[src/rtl/pe_fp_scheduler_pkg.sv]
// Shared definitions for the binary-activation PE layer sequencer: FSM encoding,
// PE latency limits and the clogb2 width helper.
package pe_fp_scheduler_pkg;

  localparam logic [1:0] ST_IDLE  = 2'd0;
  localparam logic [1:0] ST_ISSUE = 2'd1;
  localparam logic [1:0] ST_DRAIN = 2'd2;
  localparam logic [1:0] ST_DONE  = 2'd3;

  localparam int unsigned PE_LAT_MIN = 1;
  localparam int unsigned PE_LAT_MAX = 8;

  // Bits needed to index 0..value-1; never returns less than 1.
  function automatic int unsigned clogb2(input int unsigned value);
    int unsigned res;
    res = 0;
    while ((64'd1 << res) < 64'(value)) res = res + 1;
    if (res == 0) res = 1;
    return res;
  endfunction

endpackage

[src/rtl/pe_fp_sched_counter.sv]
// Nested filter/row/column position counter (column innermost) with the linear
// output-buffer address kept alongside as a running count.
module pe_fp_sched_counter
  import pe_fp_scheduler_pkg::*;
#(
  parameter int unsigned OUT_H     = 16,
  parameter int unsigned OUT_W     = 16,
  parameter int unsigned N_FILTERS = 64,
  localparam int unsigned ROW_W    = clogb2(OUT_H),
  localparam int unsigned COL_W    = clogb2(OUT_W),
  localparam int unsigned FILT_W   = clogb2(N_FILTERS),
  localparam int unsigned ADDR_W   = clogb2(N_FILTERS * OUT_H * OUT_W)
) (
  input  logic              clk,
  input  logic              rst,
  input  logic              i_clr,
  input  logic              i_adv,
  output logic [ROW_W-1:0]  o_row,
  output logic [COL_W-1:0]  o_col,
  output logic [FILT_W-1:0] o_filt,
  output logic [ADDR_W-1:0] o_addr,
  output logic              o_last_c
);

  logic [ROW_W-1:0]  r_row;
  logic [COL_W-1:0]  r_col;
  logic [FILT_W-1:0] r_filt;
  logic [ADDR_W-1:0] r_addr;
  logic              w_col_end;
  logic              w_row_end;
  logic              w_filt_end;

  assign w_col_end  = (r_col  == COL_W'(OUT_W - 1));
  assign w_row_end  = (r_row  == ROW_W'(OUT_H - 1));
  assign w_filt_end = (r_filt == FILT_W'(N_FILTERS - 1));
  assign o_last_c   = w_col_end & w_row_end & w_filt_end;

  // The final tuple holds rather than wrapping; the sequencer leaves ISSUE on it.
  always_ff @(posedge clk or posedge rst) begin
    if (rst) begin
      r_row  <= '0;
      r_col  <= '0;
      r_filt <= '0;
      r_addr <= '0;
    end else if (i_clr) begin
      r_row  <= '0;
      r_col  <= '0;
      r_filt <= '0;
      r_addr <= '0;
    end else if (i_adv && !o_last_c) begin
      r_addr <= r_addr + ADDR_W'(1);
      if (w_col_end) begin
        r_col <= '0;
        if (w_row_end) begin
          r_row  <= '0;
          r_filt <= r_filt + FILT_W'(1);
        end else begin
          r_row <= r_row + ROW_W'(1);
        end
      end else begin
        r_col <= r_col + COL_W'(1);
      end
    end
  end

  assign o_row  = r_row;
  assign o_col  = r_col;
  assign o_filt = r_filt;
  assign o_addr = r_addr;

endmodule

[src/rtl/pe_fp_scheduler.sv]
// Layer sequencer for one conv/pool/binarize PE: issues every (filt,row,col) fetch
// and writes the PE result back. Optional pool-index path: PE_FP_SCHED_PINDEX_EN.
module pe_fp_scheduler
  import pe_fp_scheduler_pkg::*;
#(
  parameter int unsigned OUT_H        = 16,
  parameter int unsigned OUT_W        = 16,
  parameter int unsigned N_FILTERS    = 64,
  parameter int unsigned PE_LATENCY   = 1,
  parameter int unsigned PE_OUT_WIDTH = 2,
  parameter int unsigned PINDEX_WIDTH = 2,
  localparam int unsigned ROW_W       = clogb2(OUT_H),
  localparam int unsigned COL_W       = clogb2(OUT_W),
  localparam int unsigned FILT_W      = clogb2(N_FILTERS),
  localparam int unsigned ADDR_W      = clogb2(N_FILTERS * OUT_H * OUT_W)
) (
  input  logic                    clk,
  input  logic                    rst,
  input  logic                    start,
  output logic                    busy,
  output logic                    done,
  output logic                    fetch_valid,
  input  logic                    fetch_ready,
  output logic [ROW_W-1:0]        fetch_row,
  output logic [COL_W-1:0]        fetch_col,
  output logic [FILT_W-1:0]       fetch_filt,
  input  logic [PE_OUT_WIDTH-1:0] pe_data,
  input  logic [PINDEX_WIDTH-1:0] pe_pindex,
  output logic                    wr_en,
  output logic [ADDR_W-1:0]       wr_addr,
  output logic [PE_OUT_WIDTH-1:0] wr_data,
  output logic [PINDEX_WIDTH-1:0] wr_pindex
);

  // Out-of-range latencies are pulled back into the supported window.
  localparam int unsigned LAT = (PE_LATENCY < PE_LAT_MIN) ? PE_LAT_MIN :
                                (PE_LATENCY > PE_LAT_MAX) ? PE_LAT_MAX : PE_LATENCY;

  logic [1:0]              r_state;
  logic [1:0]              w_state_nxt;
  logic                    w_cnt_clr;
  logic                    w_hs;
  logic                    w_last;
  logic [ADDR_W-1:0]       w_cnt_addr;
  logic                    r_busy;
  logic                    r_done;
  logic                    r_fetch_valid;
  logic [LAT-1:0]          r_inf_vld;
  logic [ADDR_W*LAT-1:0]   r_inf_addr;
  logic [LAT-1:0]          w_inf_vld_nxt;
  logic [ADDR_W*LAT-1:0]   w_inf_addr_nxt;
  logic                    w_tail_vld;
  logic [ADDR_W-1:0]       w_tail_addr;
  logic                    r_wr_en;
  logic [ADDR_W-1:0]       r_wr_addr;
  logic [PE_OUT_WIDTH-1:0] r_wr_data;

  assign w_hs = r_fetch_valid & fetch_ready;

  pe_fp_sched_counter #(
    .OUT_H     (OUT_H),
    .OUT_W     (OUT_W),
    .N_FILTERS (N_FILTERS)
  ) u_counter (
    .clk      (clk),
    .rst      (rst),
    .i_clr    (w_cnt_clr),
    .i_adv    (w_hs),
    .o_row    (fetch_row),
    .o_col    (fetch_col),
    .o_filt   (fetch_filt),
    .o_addr   (w_cnt_addr),
    .o_last_c (w_last)
  );

  always_comb begin
    w_state_nxt = r_state;
    w_cnt_clr   = 1'b0;
    case (r_state)
      ST_IDLE: begin
        if (start) begin
          w_state_nxt = ST_ISSUE;
          w_cnt_clr   = 1'b1;
        end
      end
      ST_ISSUE: if (w_hs && w_last) w_state_nxt = ST_DRAIN;
      ST_DRAIN: if (~|r_inf_vld) w_state_nxt = ST_DONE;
      ST_DONE:  w_state_nxt = ST_IDLE;
      default:  w_state_nxt = ST_IDLE;
    endcase
  end

  // Status outputs are decoded from the next state so they line up with r_state.
  always_ff @(posedge clk or posedge rst) begin
    if (rst) begin
      r_state       <= ST_IDLE;
      r_busy        <= 1'b0;
      r_done        <= 1'b0;
      r_fetch_valid <= 1'b0;
    end else begin
      r_state       <= w_state_nxt;
      r_busy        <= (w_state_nxt != ST_IDLE);
      r_done        <= (w_state_nxt == ST_DONE);
      r_fetch_valid <= (w_state_nxt == ST_ISSUE);
    end
  end

  if (LAT == 1) begin : g_lat1
    assign w_inf_vld_nxt  = w_hs;
    assign w_inf_addr_nxt = w_cnt_addr;
  end else begin : g_latn
    assign w_inf_vld_nxt  = {r_inf_vld[LAT-2:0], w_hs};
    assign w_inf_addr_nxt = {r_inf_addr[ADDR_W*(LAT-1)-1:0], w_cnt_addr};
  end

  assign w_tail_vld  = r_inf_vld[LAT-1];
  assign w_tail_addr = r_inf_addr[ADDR_W*LAT-1 -: ADDR_W];

  always_ff @(posedge clk or posedge rst) begin
    if (rst) begin
      r_inf_vld  <= '0;
      r_inf_addr <= '0;
    end else begin
      r_inf_vld  <= w_inf_vld_nxt;
      r_inf_addr <= w_inf_addr_nxt;
    end
  end

  // PE output is captured when its request reaches the tail; written next cycle.
  always_ff @(posedge clk or posedge rst) begin
    if (rst) begin
      r_wr_en   <= 1'b0;
      r_wr_addr <= '0;
      r_wr_data <= '0;
    end else begin
      r_wr_en <= w_tail_vld;
      if (w_tail_vld) begin
        r_wr_addr <= w_tail_addr;
        r_wr_data <= pe_data;
      end
    end
  end

`ifdef PE_FP_SCHED_PINDEX_EN
  logic [PINDEX_WIDTH-1:0] r_wr_pindex;

  always_ff @(posedge clk or posedge rst) begin
    if (rst) begin
      r_wr_pindex <= '0;
    end else if (w_tail_vld) begin
      r_wr_pindex <= pe_pindex;
    end
  end

  assign wr_pindex = r_wr_pindex;
`else
  logic w_unused_pindex;
  assign w_unused_pindex = ^pe_pindex;
  assign wr_pindex       = '0;
`endif

  assign busy        = r_busy;
  assign done        = r_done;
  assign fetch_valid = r_fetch_valid;
  assign wr_en       = r_wr_en;
  assign wr_addr     = r_wr_addr;
  assign wr_data     = r_wr_data;

endmodule

[config.mk]
export PLATFORM = sky130hd
export DESIGN_NAME = pe_fp_scheduler
export DESIGN_NICKNAME = d
export VERILOG_FILES = /design/src/rtl/pe_fp_scheduler_pkg.sv /design/src/rtl/pe_fp_sched_counter.sv /design/src/rtl/pe_fp_scheduler.sv
export SDC_FILE = /design/constraint.sdc
export NUM_CORES = 1
export LEC_CHECK = 0
export ABC_AREA = 1
export ABC_CLOCK_PERIOD_IN_PS = 2800
export CORE_ASPECT_RATIO = 1.25
export CORE_UTILIZATION = 50
export CTS_CLUSTER_DIAMETER = 30
export DETAILED_ROUTE_END_ITERATION = 16
export PLACE_DENSITY = 0.75
export SYNTH_ARGS = -nofsm -noshare
export SYNTH_HDL_FRONTEND = slang
export SYNTH_HIERARCHICAL = 1
export SYNTH_SLANG_ARGS = --single-unit
export TNS_END_PERCENT = 100
[constraint.sdc]
create_clock -name clk -period 2.8 [get_ports clk]
set_input_delay 0.56 -clock clk [delete_from_list [all_inputs] [get_ports clk]]
set_output_delay 0.56 -clock clk [all_outputs]
set_load 0.005 [all_outputs]
; Word-level counts from Yosys, hierarchy flattened
; Index checks and enable logic that the tools add are counted.
[op_classes]
add_sub_neg = 4
eq_ne = 8
muxes = 19
bitwise = 3
n_reduce_logical = 10
[op_table]
columns = cell, n
row1 = 14-bit two-way mux, 2
row2 = 4-bit two-way mux, 7
row3 = 6-bit two-way mux, 4
row4 = "14-bit by 1-bit adder with 14-bit output, second input constant", 1
row5 = "4-bit by 1-bit adder with 4-bit output, second input constant", 2
row6 = "4-bit == test, second input constant", 2
row7 = 2-bit case mux with 4 select lines, 1
row8 = 2-bit nonzero test, 4
row9 = "6-bit by 1-bit adder with 6-bit output, second input constant", 1
row10 = "2-bit == test, second input constant", 3
row11 = "6-bit == test, second input constant", 1
row12 = 2-bit two-way mux, 3
row13 = "2-bit by 1-bit == test with 1-bit output, second input constant", 2
row14 = 1-bit bitwise AND, 3
row15 = 3-bit AND reduction, 1
row16 = 1-bit logical AND, 2
row17 = 2-bit zero test, 1
row18 = 1-bit two-way mux, 2
row19 = 2-bit AND reduction, 1
row20 = 1-bit zero test, 1
[totals]
ff_bits = 65
in_bits = 8
word_cells = 57

; Longest topological paths before layout
; Gate-level depths: netlist of the first run.
[logic_depth]
ltp_word = 7
mapped_depth = 10

; Modules after synthesis
; The synthesis of the first run kept the hierarchy.
[by_module_without_submodules]
columns = mod, instances, cells_each, area_each_um2, seq_area_each_um2
row1 = pe_fp_sched_counter, 1, 230, 1685.4, 700.7
row2 = pe_fp_scheduler, 1, 115, 1270.0, 925.9

; Least setup slack after synthesis of the first run
; No wires, ideal clock.
[synth_timing]
path_type = flip-flop to flip-flop
startpoint = register u_counter.r_row[0] (netlist: u_counter/o_row[0])
endpoint = register u_counter.r_addr[6] (netlist: u_counter/o_addr[6])
setup_time_ns = 0.118
t_arrival_ns = 1.406
slack_ns = 1.276
stages_incl_launch_ff = 11
path_buffers = 1
path_cell_list = dfrtp_1 ha_1 nand3_1 nor2_4 nand2_2 nand2_4 nand2_4 clkinv_4 buf_6 nand2_1 o21ai_2
[synth_via]
elab_chain_cells = 6
[synth_rtl]
columns = item, line
row1 = start: declaration, pe_fp_sched_counter.sv:25  ; logic [ROW_W-1:0] r_row;
row2 = start signal: assignment, pe_fp_sched_counter.sv:58  ; r_row <= r_row + ROW_W'(1);
row3 = 4-bit == test, pe_fp_sched_counter.sv:34  ; assign w_row_end = (r_row == ROW_W'(OUT_H - 1));
row4 = 1-bit bitwise AND (2 in series), pe_fp_sched_counter.sv:36  ; assign o_last_c = w_col_end & w_row_end & w_filt_end;
row5 = 1-bit zero test, pe_fp_sched_counter.sv:50  ; end else if (i_adv && !o_last_c) begin
row6 = 1-bit logical AND, pe_fp_sched_counter.sv:50
row7 = 2-bit nonzero test (no source line), n/a
row8 = end signal: assignment, pe_fp_sched_counter.sv:51  ; r_addr <= r_addr + ADDR_W'(1);
row9 = end: declaration, pe_fp_sched_counter.sv:28  ; logic [ADDR_W-1:0] r_addr;
; Every way passes these cells.
; A chain may end at the register's enable or synchronous reset.

; Worst setup path after layout of the first run
[layout_timing]
startpoint = input start
endpoint = register u_counter.r_addr[11] (netlist: u_counter/o_addr[11])
[layout_via]
elab_chain_cells = 3
word_cells_on_any_way = 4
[layout_rtl]
columns = item, line
row1 = start: declaration, pe_fp_scheduler.sv:19  ; input logic start,
row2 = 1-bit two-way mux *, pe_fp_scheduler.sv:81  ; if (start) begin
row3 = 1-bit two-way mux *, pe_fp_scheduler.sv:79  ; case (r_state)
row4 = net w_cnt_clr, pe_fp_scheduler.sv:41  ; logic w_cnt_clr;
row5 = 14-bit two-way mux or 2-bit nonzero test (tied branches), n/a
; Mark *: on every way through the listed nets, which the timed path passes. The rest lies on a longest branch.

==> impl_metrics.ini, run 1 <==
[clock_network]
clockRootBuffer = clkbuf_8
clk_pin_slew_ps = 70
hold_buffers = 0
cts_resized = 0
h-tree-depth = 3
clk_latency_ps = 340
cts_buffers = 9
post-cts-setup-buffer-count = 0
clock-sinks = 65
clock_path_buffers = 2
cts_tree = yes

[synthesis]
synth_cell_type_count = 29
synthFlopType = dfrtp_1
synth_area_um2 = 2960
synth.avg_cell_area_um2 = 8.57
yosys_warnings = 6
synth.area.top_cells = dfrtp_1, nand2_1, inv_1
ys_ff_latch = 65
yosysMostFrequentCell = nand2_1
synth_area_leader_cell = dfrtp_1
synth_cells = 345
synthArstFlopShare_pct = 100
synth_top_area_share_pct = 55.0
synth-edff-count = 0
synthTopCellsByCount = nand2_1, dfrtp_1, inv_1
ys_seq_area_share_pct = 55.0

[global_routing]
grt_pass1_vias = 2306
grt_use_total_pct = 20.7
grt-ovfl-total = 0
grt_first_pass_wirelength_mm = 9.99
antenna_found_initial = 0
grt_max_degree = 38

[worst_setup_path]
worst_setup_path_end_kind = flop
start_kind = input port
ff2ff_path_depth = 8
worstPathArrival_ps = 2170
crit_fanout = 17
crit_required_ps = 3010
critical_path_class = input port to flop

[final_layout]
area_growth_pct = 22.5
final_design_area_no_fill_um2 = 3620
fin_util_pct = 65.2
final_nets = 403
fill_cells = 493
drive_above_1_share_pct = 9.87
n_antenna_cell = 0

[sta]
skew_ps = 8.63
min_period_ps = 1960
rsz0062_at_grt = false
hold_viol_final = 0
period_share_pct = 69.9
setup_tns_ps = 0
holdWs_ps = 445
finalSetupViolCount = 0
drv_slew = 0
tightest_slew_ps = 658
fmax_mhz = 511
relSlewSlack_pct = 56.2

[floorplan]
ios = 44
core_area_um2 = 5560
start_util_pct = 53.2
fp.dieW_um = 70.8
die_y_um = 88.0
dieArea_um2 = 6220
num_rows = 30

[drt]
via_per_inst = 5.19
first_iter_violations = 137
post_drt_wl_per_cell_um = 12.4
wl_mm = 5.70
drc = 7
final_antenna_net_count = 0
first_pass_iters = 10
vias = 2382

[placed_design]
gp_congestion = 0.798
placed_area_um2 = 3390
dp_hpwl_mm = 3.88
port_buffers = 39

[min_path]
hold_depth = 0
holdCritPathClass = flop to flop

[run_status]
outcome = finished, violations left
violations = DRC

[power_and_ir_drop]
leakagePower_nw = 1.82
ir_drop_uv = 458
p_per_area_nw_per_um2 = 709

[job]
cap_violations = 0
==> cell families (layout without fill, tap and decap cells) <==
logic type,count (synthesis),in the layout,synth area share (%)
AND/OR/NAND/NOR,196,196,29.0
flip-flops,65,65,55.0
buffers and inverters,46,95,7.41
AO/OA/AOI/OAI,29,29,5.50
adder cells (fa/ha/maj),4,4,1.69
XOR/XNOR,4,4,1.19
other,1,2,0.127
==> path summary, 6_finish.rpt <==
check / start / end / slack [ps]
worst max register to register: r_state[0] / u_counter/o_addr[11] / 1040
min in group asynchronous: rst / u_counter/o_filt[2] / 640
worst min-delay path: u_counter/o_addr[13] / r_inf_addr[13] / 440
max in group asynchronous: rst / r_inf_addr[9] / 1820
worst min register to register: u_counter/o_addr[13] / r_inf_addr[13] / 440
worst max-delay path: start / u_counter/o_addr[11] / 840
==> placed cells by master, fill, tap and decap left out, drive strengths merged <==
cell	instances
clkbuf	9
nand3b	1
o211ai	1
ha	4
clkdlybuf4s50	39
nor3	3
bufinv	3
nor2	26
nand2	127
buf	3
xor2	3
nand3	26
xnor2	1
conb	2
nand4	10
clkinvlp	1
o21ai	21
dfrtp	65
inv	37
clkinv	3
or2	3
a21oi	7
==> flip-flops by register name, indices dropped and copies added, names as in the netlist, 2 cells and up <==
name and flops:
r_inf_addr 14, u_counter/o_addr 14, wr_addr 14, u_counter/o_filt 6
u_counter/o_col 4, u_counter/o_row 4, r_state 2, wr_data 2
==> through the flow <==
step	setup WS (ps)	total power, mW	cells
floorplan	1280	1.43	346
global placement	537	1.62	444
detailed placement	505	1.65	444
CTS	861	2.59	459
global route	681	2.69	459
finish	842	2.57	459
==> where the power goes <==
| group | total, mW | internal [mW] | switching [mW] |
|---|---|---|---|
| Sequential | 1.22 | 1.08 | 0.138 |
| Clock | 0.931 | 0.583 | 0.349 |
| Combinational | 0.414 | 0.222 | 0.191 |
==> metal layers <==
layer / GRT usage (%) / vias up / wire [µm]
li1: - / 1184 / -
met1: 24.5 / 1119 / 2540
met2: 36.2 / 65 / 2820
met3: 4.60 / 14 / 224
met4: 9.64 / 0 / 123
met5: 0 / - / 0
==> critical path, cell delays in order <==
cell and delay, ps:
clkdlybuf4s50_1 460, nand3_1 110, inv_1 220, inv_1 270
nand2_4 220, clkinv_4 160, nand2_1 80, o21ai_0 70
==> layout make-up <==
type,instances,area (µm²),share of cell area (%)
Timing Repair Buffer,42,413,11.4
Multi-Input combinational cell,235,1110,30.8
Inverter,38,155,4.29
Tap cell,64,80.1,2.21
Clock buffer,9,124,3.42
Sequential cell,65,1630,44.9
Clock inverter,6,108,2.97
Note: power is estimated with default switching activity, not from simulation.
==> run 2: changes to the inputs <==
--- a/config.mk
+++ b/config.mk
@@ -6,9 +6,9 @@
 export NUM_CORES = 1
 export LEC_CHECK = 0
 export ABC_AREA = 1
-export ABC_CLOCK_PERIOD_IN_PS = 2800
+export ABC_CLOCK_PERIOD_IN_PS = 1600
 export CORE_ASPECT_RATIO = 1.25
-export CORE_UTILIZATION = 50
+export CORE_UTILIZATION = 48
 export CTS_CLUSTER_DIAMETER = 30
 export DETAILED_ROUTE_END_ITERATION = 16
 export PLACE_DENSITY = 0.75
==> constraint.sdc (replaced) <==
create_clock -name clk -period 1.6 [get_ports clk]
set_input_delay 0.32 -clock clk [delete_from_list [all_inputs] [get_ports clk]]
set_output_delay 0.32 -clock clk [all_outputs]
set_load 0.005 [all_outputs]
==> run 2 against run 1 <==
Compared with the run above: the flow now finishes without violations; combinational power grew 100%; cell count up 9.6%; via count increased by 3.6%; total power up 73%; register-to-register slack lost 1000 ps; die area up 4.1%; non-clock buffer count grew 25; core utilization is 0.96 points higher; sequential power increased by 74%; critical path depth down 5; first-iteration DRC count shrank 42%; worst hold slack got worse by 95 ps; largest power group unchanged.
==> impl_metrics.ini, run 2 (synthesis gave the netlist of run 1 again) <==
[floorplan]
start_util_pct = 50.5
core_area_um2 = 5860
ios = 44
fp.dieW_um = 72.2
num_rows = 31
dieArea_um2 = 6480
die_y_um = 89.7

[sta]
drv_slew = 0
setup_tns_ps = 0
min_period_ps = 1580
fmax_mhz = 632
finalSetupViolCount = 0
hold_viol_final = 0
period_share_pct = 98.9
rsz0062_at_grt = true
holdWs_ps = 349
skew_ps = 7.91

[global_routing]
grt_max_degree = 38
antenna_found_initial = 0
grt_use_total_pct = 19.3
grt-ovfl-total = 0
grt_pass1_vias = 2214
grt_first_pass_wirelength_mm = 9.80

[clock_network]
clock-sinks = 65
clk_pin_slew_ps = 70
clockRootBuffer = clkbuf_8
h-tree-depth = 3
hold_buffers = 0
clock_path_buffers = 2
clk_latency_ps = 340
cts_tree = yes
cts_buffers = 9

[placed_design]
port_buffers = 39
dp_hpwl_mm = 3.97
gp_congestion = 0.827

[drt]
final_antenna_net_count = 0
post_drt_wl_per_cell_um = 12.0
first_pass_iters = 4
wl_mm = 6.03
vias = 2468
drc = 0
first_iter_violations = 79
via_per_inst = 4.91

[power_and_ir_drop]
ir_drop_uv = 760
p_per_area_nw_per_um2 = 1140
leakagePower_nw = 1.99
finalPower_mw = 4.43

[final_layout]
ff_latch_area_um2 = 1630
most-common-layout-cells = nand2_1, dfrtp_1, inv_1
final_common_cell = nand2_1
area_growth_pct = 31.0
n_antenna_cell = 0
final_nets = 428
drive_above_1_share_pct = 17.1
multi_input_area_um2 = 1160
fill_cells = 481

[worst_setup_path]
critical_path_class = flop to output port
worstPathArrival_ps = 1260
worst_setup_path_end_kind = output port
start_kind = flop
crit_required_ps = 1280
crit_fanout = 3

[job]
cap_violations = 0

[run_status]
outcome = finished clean

[min_path]
holdCritPathClass = input port to asynchronous set/reset pin
## run 2: cell types whose count changed in the layout (fill, tap and decap cells not counted), sizes merged
cell | before | now
buf | 3 | 28
clkdlybuf4s50 | 39 | 30
dlygate4sd2 | 0 | 6
dlymetal6s2s | 0 | 3
bufinv | 3 | 2
clkbuf | 9 | 10
clkinv | 3 | 4
## run 2: layer usage
layer	up-vias	wire length, µm	global-route usage, %
met4	0	92	7.68
met1	1165	2650	23.3
met3	9	242	5.16
li1	1229	-	-
met2	65	3050	32.2
met5	-	0	0
## run 2: through the flow
| stage | setup slack, ps | instances | area, µm² | util, % |
|---|---|---|---|---|
| 2_1_floorplan | 76.5 | 346 | 2960 | - |
| 3_3_place_gp | -71.7 | 477 | 3540 | 60.4 |
| 3_5_place_dp | -94.6 | 477 | 3540 | 60.4 |
| 4_1_cts | 14.0 | 497 | 3770 | 64.4 |
| 5_1_grt | -29.9 | 503 | 3870 | 66.1 |
| 6_report | 16.9 | 503 | 3870 | 66.1 |
## run 2: final timing paths
kind / startpoint / endpoint / slack (ps) / depth (start not counted)
max in group asynchronous: rst / u_counter/o_col[2] / 900 / 3
max: u_counter/o_col[0] / fetch_col[0] / 20 / 3
max reg2reg: u_counter/o_row[0] / u_counter/o_addr[0] / 40 / 8
min: rst / busy / 350 / 3
min reg2reg: u_counter/o_addr[13] / r_inf_addr[13] / 430 / 0
min in group clk: u_counter/o_addr[13] / r_inf_addr[13] / 430 / 0
## run 2: worst max-delay path, cell delays in order, from the launching register on
cell and delay, ps:
dfrtp_1 410, buf_4 140, buf_4 130, dlygate4sd2_1 250
## run 2: cell type report
cell class                      instances  area share (%)
Sequential cell                        65            42.0
Multi-Input combinational cell        235            30.0
Timing Repair Buffer                   67            15.8
Inverter                               38            4.01
Clock buffer                           10            3.30
Tap cell                               82            2.65
Clock inverter                          6            2.13
## run 2: repair_timing
item,CTS,global route
resized for setup,7,13
pin swaps,0,5
hold endpoints to repair,0,0
setup buffers,4,6
setup endpoints to repair,9,33
## run 2: where the power goes
part | switching, mW | internal [mW]
Clock | 0.607 | 0.869
Combinational | 0.390 | 0.441
Sequential | 0.224 | 1.90
Total | 1.22 | 3.21
